### src/rtl/rom_player_pkg.sv
// Shared encodings for the ROM playback sequencer: playback modes and FSM states.
package rom_player_pkg;

  localparam logic [1:0] MODE_ONESHOT  = 2'b00;
  localparam logic [1:0] MODE_LOOP     = 2'b01;
  localparam logic [1:0] MODE_PINGPONG = 2'b10;

  typedef logic [1:0] state_t;

  localparam state_t ST_IDLE = 2'd0;
  localparam state_t ST_UP   = 2'd1;
  localparam state_t ST_DOWN = 2'd2;

endpackage

### src/rtl/rom_sync.sv
// Registered-read ROM. The array itself is never reset; only the output word is.
module rom_sync #(
  parameter int    DW       = 8,
  parameter int    AW       = 8,
  parameter string HEX_FILE = "ROM.hex"
) (
  input  logic          clk,
  input  logic          rst,
  input  logic          re,
  input  logic [AW-1:0] addr,
  output logic [DW-1:0] dout
);

  logic [DW-1:0] mem [2**AW];

  always_ff @(posedge clk or posedge rst) begin
    if (rst)     dout <= '0;
    else if (re) dout <= mem[addr];
  end

endmodule

### src/rtl/rom_player.sv
// ROM with a playback sequencer: walks base..end at a programmable sample rate
// in one-shot, loop or ping-pong order and flags each new sample with data_valid.
module rom_player
  import rom_player_pkg::*;
#(
  parameter int    DATA_WIDTH     = 8,
  parameter int    ADDRESS_WIDTH  = 8,
  parameter string HEX_FILE       = "ROM.hex",
  parameter int    PRESCALE_WIDTH = 16
) (
  input  logic                      clk,
  input  logic                      rst,
  input  logic                      ce,
  input  logic                      start,
  input  logic                      stop,
  input  logic [1:0]                mode,
  input  logic [ADDRESS_WIDTH-1:0]  base_addr,
  input  logic [ADDRESS_WIDTH-1:0]  end_addr,
  input  logic [PRESCALE_WIDTH-1:0] prescale,
  output logic [ADDRESS_WIDTH-1:0]  address,
  output logic [DATA_WIDTH-1:0]     data,
  output logic                      data_valid,
  output logic                      busy,
  output logic                      done,
  output state_t                    dbg_state
);

  localparam logic [ADDRESS_WIDTH-1:0]  A_ONE = ADDRESS_WIDTH'(1);
  localparam logic [PRESCALE_WIDTH-1:0] P_ONE = PRESCALE_WIDTH'(1);

  state_t                    state_q, state_d;
  logic [1:0]                mode_q, mode_d;
  logic [ADDRESS_WIDTH-1:0]  base_q, base_d;
  logic [ADDRESS_WIDTH-1:0]  end_q, end_d;
  logic [PRESCALE_WIDTH-1:0] pcfg_q, pcfg_d;
  logic [PRESCALE_WIDTH-1:0] presc_q, presc_d;
  logic [ADDRESS_WIDTH-1:0]  addr_q, addr_d;
  logic                      issue_q, issue_d;
  logic                      done_q, done_d;
  logic                      valid_q;
  logic                      stop_take, start_take, rd_en;

  // issue_q marks "address just changed, its read is pending"; the read itself
  // happens on the next enabled cycle, giving the registered-ROM latency.
  always_comb begin
    state_d    = state_q;
    mode_d     = mode_q;
    base_d     = base_q;
    end_d      = end_q;
    pcfg_d     = pcfg_q;
    presc_d    = presc_q;
    addr_d     = addr_q;
    issue_d    = issue_q;
    done_d     = 1'b0;
    stop_take  = ce & stop;
    start_take = ce & start & ~stop;
    rd_en      = ce & issue_q & ~stop_take;
    if (ce) issue_d = 1'b0;

    if (stop_take) begin
      state_d = ST_IDLE;
    end else if (start_take) begin
      mode_d  = mode;
      base_d  = base_addr;
      end_d   = end_addr;
      pcfg_d  = prescale;
      presc_d = prescale;
      addr_d  = base_addr;
      state_d = ST_UP;
      issue_d = 1'b1;
    end else if (ce && state_q != ST_IDLE) begin
      if (presc_q != '0) begin
        presc_d = presc_q - P_ONE;
      end else begin
        presc_d = pcfg_q;
        issue_d = 1'b1;
        if (state_q == ST_UP) begin
          if (addr_q == end_q) begin
            if (mode_q == MODE_PINGPONG && base_q != end_q) begin
              state_d = ST_DOWN;
              addr_d  = end_q - A_ONE;
            end else if (mode_q == MODE_LOOP || mode_q == MODE_PINGPONG) begin
              addr_d = base_q;
            end else begin
              state_d = ST_IDLE;
              issue_d = 1'b0;
              done_d  = 1'b1;
            end
          end else begin
            addr_d = addr_q + A_ONE;
          end
        end else if (state_q == ST_DOWN) begin
          if (addr_q == base_q) begin
            state_d = ST_UP;
            addr_d  = base_q + A_ONE;
          end else begin
            addr_d = addr_q - A_ONE;
          end
        end else begin
          state_d = ST_IDLE;
          issue_d = 1'b0;
        end
      end
    end
  end

  always_ff @(posedge clk or posedge rst) begin
    if (rst) begin
      state_q <= ST_IDLE;
      mode_q  <= MODE_ONESHOT;
      base_q  <= '0;
      end_q   <= '0;
      pcfg_q  <= '0;
      presc_q <= '0;
      addr_q  <= '0;
      issue_q <= 1'b0;
      done_q  <= 1'b0;
      valid_q <= 1'b0;
    end else begin
      state_q <= state_d;
      mode_q  <= mode_d;
      base_q  <= base_d;
      end_q   <= end_d;
      pcfg_q  <= pcfg_d;
      presc_q <= presc_d;
      addr_q  <= addr_d;
      issue_q <= issue_d;
      done_q  <= done_d;
      valid_q <= rd_en;
    end
  end

  rom_sync #(
    .DW       (DATA_WIDTH),
    .AW       (ADDRESS_WIDTH),
    .HEX_FILE (HEX_FILE)
  ) u_rom (
    .clk  (clk),
    .rst  (rst),
    .re   (rd_en),
    .addr (addr_q),
    .dout (data)
  );

  assign address    = addr_q;
  assign data_valid = valid_q;
  assign busy       = (state_q != ST_IDLE);
  assign done       = done_q;
  assign dbg_state  = state_q;

endmodule
### config.mk
export PLATFORM = sky130hd
export DESIGN_NAME = rom_player
export DESIGN_NICKNAME = d
export VERILOG_FILES = /design/src/rtl/rom_player_pkg.sv /design/src/rtl/rom_sync.sv /design/src/rtl/rom_player.sv
export SDC_FILE = /design/constraint.sdc
export NUM_CORES = 1
export LEC_CHECK = 0
export ABC_AREA = 1
export BUFFER_PORTS_ARGS = -buffer_cell sky130_fd_sc_hd__buf_4
export CAP_MARGIN = 20
export CORE_AREA = 2 2 105 107
export DETAILED_ROUTE_END_ITERATION = 7
export DIE_AREA = 0 0 107 109
export HOLD_SLACK_MARGIN = 0.06
export PLACE_DENSITY = 0.74
export SYNTH_ARGS = -nofsm -noshare
export SYNTH_HDL_FRONTEND = slang
export SYNTH_SLANG_ARGS = --single-unit
export TNS_END_PERCENT = 1
### constraint.sdc
create_clock -name clk -period 2.4 [get_ports clk]
set_clock_uncertainty 0.05 [all_clocks]
set_input_delay 0 -clock clk [delete_from_list [all_inputs] [get_ports clk]]
set_output_delay 0 -clock clk [all_outputs]
set_load 0.02 [all_outputs]
==> flow_summary.toml, run 1 <==
[synth]
netlist_instances = 684
synth-edff-count = 0
syn_area_mm2 = 0.00464
ys_types = 35
synthTopCellsByArea = "dfrtp_1 (34%), nand2_1 (17%), nor2_1 (6.1%)"
ys.flop_type = "dfrtp_1"
ys_warn_count = 0
synth-seq-cells = 63
ys_seq_area_share_pct = 33.9
yosysTopAreaCell = "dfrtp_1"
synth_top_area_share_pct = 33.9
avgSynthCellArea_um2 = 6.79
async_reset_ff_share_pct = 100

[clock_network]
numCtsBuffers = 9
post-cts-setup-buffer-count = 0
htreeDepth = 3
clock_tree.buffer_depth = 2
clk_latency_ps = 350
cts-root-buf = "clkbuf_8"
cts_tree = "built"
clock-sinks = 63
clk_pin_slew_ps = 70

[routing]
avgRoutedWirePerCell_um = 15.1
vias = 4777
post-route-drc-count = 0
dr.pass1.iters = 5
drt_iter0_markers = 413
avgViaCountPerCell = 5.26
ant_nets = 0
routed_wl_um = 13700

[placement]
portBuffers = 51
gp_congestion = 1.03
place_hpwl_um = 9940

[status]
status = "finished, final reports clean"

[finish]
diodes = 0
layout.nets = 813
layout_commonest_cell = "nand2_1"
area.growth.synth_to_final_pct = 21.8
final_cell_mix = "nand2_1 (206), nor2_1 (76), dfrtp_1 (62), inv_1 (61), buf_4 (60)"
drive_gt1_share_pct = 16.9
fin_util_pct = 53.4

[global_route]
antenna_found_initial = 0
grt_pass1_wl_um = 22300
grt_max_degree = 33
grt_overflow_total = 0
grt_pass1_vias = 4586
grt_usage_pct = 24.9

[timing]
hold_slack_ps = 168
min_period_over_period_pct = 90.9
fin_tns_setup_ps = 0
maxClockFrequency_mhz = 458
worst_pin_slew_ps = 593
hold_viol_final = 0
grt_setup_unrepaired = "no"
slew_headroom_pct = 60.4
layout_min_cycle_time_ps = 2180
finalSetupViolCount = 0
slew_violations = 0

[setup_path]
end_kind = "register"
cp.arrival_ps = 2370
crit_fanout = 10
critical_path.startpoint_type = "register"
worst_ep_required_time_ps = 2590
worstSetupPathType = "reg -> reg"

[floorplan]
ioPinCount = 60
die_y_um = 109
rows = 38
die-area_mm2 = 0.0117
die_w_um = 107
start_util_pct = 43.8
core_area_mm2 = 0.0106

[power_and_ir_drop]
peakVddDrop_mv = 0.373
p_per_area_mw_per_mm2 = 710
p_leak_nw = 2.86

[min_path]
hp-class = "in -> reg"

[flow_run]
maxCapViolations = 0
==> logic make-up (layout without fill, tap and decap cells) <==
| kind of cell | count (synthesis) | in the layout | synth area share, % |
|---|---|---|---|
| AO/OA/AOI/OAI | 84 | 84 | 10.6 |
| XOR/XNOR | 32 | 32 | 6.03 |
| adder cells (fa/ha/maj) | 7 | 7 | 1.89 |
| buffers and inverters | 111 | 189 | 10.8 |
| flip-flops | 63 | 63 | 33.9 |
| other | 1 | 8 | 0.0807 |
| AND/OR/NAND/NOR | 386 | 386 | 36.6 |
==> through the flow <==
stage | instance area [um2] | std cells | total power, mW | setup slack (ps)
2_1_floorplan | 4670 | 691 | 2.62 | 613
5_1_grt | 5660 | 909 | 4.29 | 5.90
3_3_place_gp | 5100 | 859 | 2.99 | 144
6_report | 5660 | 909 | 4.01 | 217
3_5_place_dp | 5100 | 859 | 3.02 | 166
4_1_cts | 5660 | 909 | 4.00 | 158
==> report_power, final <==
part | total (mW) | switching (mW) | internal (mW)
logic | 1.50 | 0.903 | 0.596
registers | 1.58 | 0.312 | 1.27
clock network | 0.930 | 0.410 | 0.520
total | 4.01 | 1.63 | 2.39
==> worst paths after layout <==
kind	cells past startpoint	startpoint	slack, ps	end
hold reg to reg	2	pcfg_q[4]	420	pcfg_q[4]
setup / recovery	11	address[2]	220	address[1]
max in group asynchronous	4	rst	1380	presc_q[13]
setup reg to reg	11	address[2]	220	address[1]
min in group asynchronous	3	rst	230	end_q[1]
hold / removal	5	start	170	issue_q
==> worst max-delay path, stage by stage (launching register included) <==
cell	delay [ps]
dfrtp_1	680
inv_1	180
nand2_1	100
nand4_1	80
nor2_1	130
nand2_2	150
nand2_1	260
nor2_1	70
nor2_1	130
nand2_1	100
nand2_1	90
a21oi_2	60
==> Yosys cell counts, drive strengths merged (7+ instances only) <==
| cell type | n |
|---|---|
| a21oi | 18 |
| buf | 29 |
| dfrtp | 63 |
| ha | 7 |
| inv | 77 |
| nand2 | 212 |
| nand3 | 53 |
| nand4 | 12 |
| nor2 | 95 |
| nor3 | 10 |
| o21ai | 51 |
| xnor2 | 13 |
| xor2 | 19 |
==> sequential cells by signal (all words and copies together), names as in the netlist <==
register and count:
address 8, base_q 8, data_valid 1, dbg_state 2, done 1, end_q 8
issue_q 1, mode_q 2, pcfg_q 16, presc_q 16
==> area by class of cell <==
class                   count  area [um2]
flip-flops and latches     63        1580
repair buffers             97         821
well taps                 140         175
clock buffers              12         155
multi-input cells         517        2590
inverters                  79         307
clock inverters             1        30.0
fillers                  1014        4950
==> routing by layer <==
metal | vias to the layer above | track usage [%] | routed length (um) | share of wire [%]
met5 | - | 0 | 0 | 0
met4 | 0 | 11.1 | 387 | 2.8
met3 | 35 | 3.83 | 990 | 7.2
met2 | 189 | 42.3 | 6580 | 48
met1 | 2242 | 31.3 | 5770 | 42
li1 | 2311 | - | - | -
==> repair_timing <==
item	CTS	global route
hold buffers	37	0
endpoints found under the hold margin	85	0
resized for setup	0	1
setup endpoints to repair	0	8
Note: power is estimated with default switching activity, not from simulation.
==> inputs of run 2 (changes only) <==
--- a/config.mk
+++ b/config.mk
@@ -6,13 +6,13 @@
 export NUM_CORES = 1
 export LEC_CHECK = 0
 export ABC_AREA = 1
-export BUFFER_PORTS_ARGS = -buffer_cell sky130_fd_sc_hd__buf_4
 export CAP_MARGIN = 20
 export CORE_AREA = 2 2 105 107
 export DETAILED_ROUTE_END_ITERATION = 7
 export DIE_AREA = 0 0 107 109
+export DONT_BUFFER_PORTS = 1
 export HOLD_SLACK_MARGIN = 0.06
-export PLACE_DENSITY = 0.74
+export PLACE_DENSITY = 0.69
 export SYNTH_ARGS = -nofsm -noshare
 export SYNTH_HDL_FRONTEND = slang
 export SYNTH_SLANG_ARGS = --single-unit
==> flow_summary.toml, run 2 (synthesized netlist as in run 1, its figures left out) <==
[power_and_ir_drop]
p_leak_nw = 2.67
p_per_area_mw_per_mm2 = 722
peakVddDrop_mv = 0.361

[placement]
dpl_cell_area_mm2 = 0.00474
place_hpwl_um = 9280
portBuffers = 0
gp_congestion = 0.967

[setup_path]
max_stage_delay_ps = 590
crit_family = "buffers and inverters"
path_depth = 8
slowest_stage = "dlygate4sd3_1"
end_kind = "register"
rr_worst_depth = 10
worst_ep_required_time_ps = 2640
worstSetupPathType = "in -> reg"
timing.critical_path.mode_cell = "dlygate4sd3_1"
critical_path.startpoint_type = "input port"
cp.arrival_ps = 2480
path_cells = "dlygate4sd3_1, inv_2, or2_4, nor2_8, nand2_1, dlygate4sd3_1, o21ai_0, dlygate4sd3_1"
crit_fanout = 14
path_buf_inv = 4

[clock_network]
ctsResizeCount = 0
clk_pin_slew_ps = 70
clk_latency_ps = 350
clock_tree.buffer_depth = 2
cts-root-buf = "clkbuf_8"
htreeDepth = 3
clock-sinks = 63
cts_tree = "built"
numCtsBuffers = 9

[timing]
min_period_over_period_pct = 93.3
maxClockFrequency_mhz = 446
slew_violations = 0
fin_tns_setup_ps = 0
grt_setup_unrepaired = "no"
hold_slack_ps = 126
finalSetupViolCount = 0
worst_pin_slew_ps = 512
slew_headroom_pct = 65.8
hold_viol_final = 0
layout_min_cycle_time_ps = 2240

[routing]
routed_wl_um = 13200
wl_met1_um = 5880
avgRoutedWirePerCell_um = 15.1
wl_met2_um = 6330
drt_iter0_markers = 259
ant_nets = 0
avgViaCountPerCell = 5.21
dr_wl_met3_um = 677
top_layer_used = "met4"
dr.pass1.iters = 4
post-route-drc-count = 0
vias = 4549

[global_route]
grt_usage_pct = 23.6
grt_pass1_wl_um = 21400
grt_pass1_vias = 4359
grt_max_degree = 64
grt_overflow_total = 0
antenna_found_initial = 0

[finish]
diodes = 0
drive_gt1_share_pct = 11.3
area.growth.synth_to_final_pct = 16.4
layout.nets = 776
design_area_mm2 = 0.00541
reg.largest.list = "pcfg_q (16), presc_q (16)"
final_cell_mix = "nand2_1 (206), nor2_1 (76), dfrtp_1 (63), inv_1 (61), nand3_1 (53)"
layout_commonest_cell = "nand2_1"

[floorplan]
die-area_mm2 = 0.0117
ioPinCount = 60
core_area_mm2 = 0.0106
die_y_um = 109
rows = 38
die_w_um = 107
start_util_pct = 43.8

[min_path]
hp-class = "in -> async"

[flow_run]
maxCapViolations = 0

[status]
status = "finished, final reports clean"
[run 2: changes by cell type in the layout (fill, tap and decap cells not counted)]
cell,change
dfrtp_2,-1
clkbuf_8,-1
buf_4,-47
dfrtp_1,+1
nor2_4,+1
clkbuf_1,+2
buf_12,+1
dlygate4sd3_1,+8
[run 2: report_power, final]
group	internal (mW)	switching [mW]
logic	0.549	0.867
clock network	0.499	0.420
registers	1.27	0.300
[run 2: routing by layer]
metal	vias up	global-route usage (%)
met5	-	0
met4	0	8.26
met3	23	4.30
met2	133	39.6
met1	2139	30.8
li1	2254	-
[run 2: repair_timing]
item	4_1_cts	5_1_grt
endpoints found under the setup margin	0	2
setup buffers	0	4
hold buffers	45	0
endpoints found under the hold margin	126	0
[run 2: final timing paths]
| path | slack (ps) | start | endpoint |
|---|---|---|---|
| min in group clk | 170 | start | pcfg_q[3] |
| max | 160 | ce | mode_q[0] |
| min reg2reg | 420 | pcfg_q[4] | pcfg_q[4] |
| max reg2reg | 260 | dbg_state[1] | address[1] |
| min | 130 | rst | end_q[0] |
| max in group asynchronous | 1890 | rst | dbg_state[0] |
[run 2: metrics by stage]
step	instances	utilization [%]	total power [mW]	worst slack [ps]
2_1_floorplan	691	-	2.62	613
3_3_place_gp	809	44.7	2.89	268
3_5_place_dp	809	44.7	2.91	250
4_1_cts	868	50.6	3.90	63.1
5_1_grt	873	51.0	4.20	52.0
6_report	873	51.0	3.91	160
[run 2: tightest hold or removal path, stage by stage]
cell           delay [ps]
dlygate4sd3_1         550
inv_2                  70
buf_12                310
[run 2: layout make-up]
class,instances,area [um2]
Clock inverter,1,30.0
Timing Repair Buffer,59,568
Fill cell,1045,5190
Multi-Input combinational cell,518,2600
Inverter,79,307
Clock buffer,13,149
Tap cell,140,175
Sequential cell,63,1580
==> inputs of run 3 (changes only) <==
--- a/config.mk
+++ b/config.mk
@@ -7,13 +7,14 @@
 export LEC_CHECK = 0
 export ABC_AREA = 1
 export CAP_MARGIN = 20
-export CORE_AREA = 2 2 105 107
+export CORE_AREA = 2 2 103 105
 export DETAILED_ROUTE_END_ITERATION = 7
-export DIE_AREA = 0 0 107 109
+export DIE_AREA = 0 0 105 107
 export DONT_BUFFER_PORTS = 1
 export HOLD_SLACK_MARGIN = 0.06
 export PLACE_DENSITY = 0.69
 export SYNTH_ARGS = -nofsm -noshare
 export SYNTH_HDL_FRONTEND = slang
+export SYNTH_HIERARCHICAL = 1
 export SYNTH_SLANG_ARGS = --single-unit
 export TNS_END_PERCENT = 1
==> flow_summary.toml, run 3 <==
[routing]
post-route-drc-count = 0
dr.pass1.iters = 6
vias = 4569
drt_iter0_markers = 314
avgRoutedWirePerCell_um = 15.2
routed_wl_um = 13300
avgViaCountPerCell = 5.22
ant_nets = 0

[global_route]
antenna_found_initial = 0
grt_overflow_total = 0
grt_pass1_wl_um = 22000
grt_pass1_vias = 4432
grt_usage_pct = 25.1
grt_max_degree = 34

[synth]
ys_seq_area_share_pct = 35.1
synthTopCellsByArea = "dfrtp_1 (35%), nand2_1 (19%), nor2_1 (7.3%)"
async_reset_ff_share_pct = 100
avgSynthCellArea_um2 = 6.54
yosysTopAreaCell = "dfrtp_1"
ys_top_cells_by_count = "nand2_1 (224), nor2_1 (87), inv_1 (72)"
netlist_instances = 686
synth_top_area_share_pct = 35.1
ys.flop_type = "dfrtp_1"
synthMostInstantiatedCell = "nand2_1"
ys_warn_count = 6
synth-edff-count = 0
syn_area_mm2 = 0.00449
ys_types = 36
synth-seq-cells = 63

[power_and_ir_drop]
p_per_area_mw_per_mm2 = 824
peakVddDrop_mv = 0.352
p_leak_nw = 2.69

[floorplan]
rows = 37
core_area_mm2 = 0.0101
die-area_mm2 = 0.0112
die_w_um = 105
start_util_pct = 44.4
ioPinCount = 60
die_y_um = 107

[timing]
min_period_over_period_pct = 88.4
maxClockFrequency_mhz = 471
layout_min_cycle_time_ps = 2120
slew_headroom_pct = 50.3
hold_slack_ps = 81.1
hold_viol_final = 0
finalSetupViolCount = 0
fin_tns_setup_ps = 0
grt_setup_unrepaired = "no"
slew_violations = 0
worst_pin_slew_ps = 744

[finish]
final_cell_mix = "nand2_1 (224), nor2_1 (87), inv_1 (71), dfrtp_1 (63), o21ai_0 (55)"
layout.nets = 781
drive_gt1_share_pct = 7.30
reg.largest.list = "pcfg_q (16), presc_q (16)"
layout_commonest_cell = "nand2_1"
area.growth.synth_to_final_pct = 18.5
n_fill_cell = 1038
fin_util_pct = 52.7
diodes = 0

[clock_network]
numCtsBuffers = 9
ctsResizeCount = 0
clock-sinks = 63
htreeDepth = 3
cts_tree = "built"
cts-root-buf = "clkbuf_8"
clock_tree.buffer_depth = 2
clk_pin_slew_ps = 80
clk_latency_ps = 360

[setup_path]
end_kind = "register"
worstSetupPathType = "reg -> reg"
cp.arrival_ps = 2300
critical_path.startpoint_type = "register"
crit_fanout = 10
worst_ep_required_time_ps = 2580

[min_path]
hp-class = "in -> reg"

[placement]
gp_congestion = 1.04
place_hpwl_um = 9940
portBuffers = 0

[flow_run]
maxCapViolations = 0

[status]
status = "finished, final reports clean"
==> run 3: cell types whose count changed in the layout (fill, tap and decap cells not counted), sizes merged, moves of 2 or more <==
cell / before / now
nand2: 212 / 227
nor4: 0 / 2
o21ai: 51 / 56
xnor2: 13 / 8
dlygate4sd3: 45 / 39
inv: 77 / 80
nand4: 12 / 5
clkbuf: 13 / 11
o22ai: 0 / 2
nor2: 96 / 91
o31ai: 3 / 1
buf: 14 / 20
==> run 3: layout make-up <==
| class | instances | area (um2) | share of cell area (%) |
|---|---|---|---|
| multi-input combinational | 522 | 2480 | 46.6 |
| sequential | 63 | 1580 | 29.7 |
| timing repair buffer | 59 | 566 | 10.6 |
| inverter | 80 | 303 | 5.70 |
| tap | 136 | 170 | 3.20 |
| clock buffer | 11 | 141 | 2.66 |
| clock inverter | 5 | 81.3 | 1.53 |
==> run 3: what timing repair did <==
action                                 in CTS  in global routing
endpoints found under the hold margin      94                  0
hold buffers                               39                  0
buffers inserted                            0                  3
setup endpoints to repair                   0                  7
==> run 3: where the power goes <==
part | switching (mW) | total [mW] | leakage [nW] | internal, mW
combinational | 1.07 | 1.71 | 1.80 | 0.638
sequential | 0.292 | 1.58 | 0.779 | 1.29
clock | 0.469 | 1.08 | 0.110 | 0.614
==> run 3: kinds of logic (layout without fill, tap and decap cells) <==
family / after synthesis / after routing / synth area share [%]
xor+xnor: 26 / 26 / 5.08
fa+ha+maj: 7 / 7 / 1.95
simple gates: 390 / 390 / 35.8
buf+inv: 108 / 155 / 10.2
compound gates: 91 / 91 / 11.7
flops: 63 / 63 / 35.1
other cells: 1 / 8 / 0.0836
==> run 3: final timing paths <==
path                            slack, ps            to        start  cells after the start
max in group asynchronous            1490     pcfg_q[9]          rst                      3
worst max-delay path                  280    presc_q[2]  presc_q[12]                      8
min in group asynchronous             170    address[2]          rst                      2
worst min-delay path                   80  dbg_state[0]         stop                      6
worst max register to register        280    presc_q[2]  presc_q[12]                      8
worst min register to register        420     pcfg_q[5]    pcfg_q[5]                      2
==> run 3: critical path, stage by stage, from the launching register on <==
cell and delay [ps]:
dfrtp_1 430, inv_1 140, nand2_1 130, nor3_1 210
nand2_1 300, nand2_1 380, o21ai_0 130, o21ai_0 110
a31oi_1 110
==> run 3: per-stage QoR <==
step	area, um2	setup WS [ps]	power [mW]	std cells
floorplan	4510	582	2.77	693
global placement	4670	238	3.21	818
detailed placement	4670	231	3.23	818
CTS	5280	222	4.37	873
global route	5310	45.1	4.70	876
finish	5310	278	4.38	876
==> run 3: layer usage <==
metal	GRT usage, %	vias to the layer above	part of all wire (%)	wire length, um
met2	42.4	160	48	6380
met5	0	-	0	0
met3	4.07	41	5.5	729
met1	30.3	2112	42	5610
li1	-	2256	-	-
met4	14.4	0	4.6	608
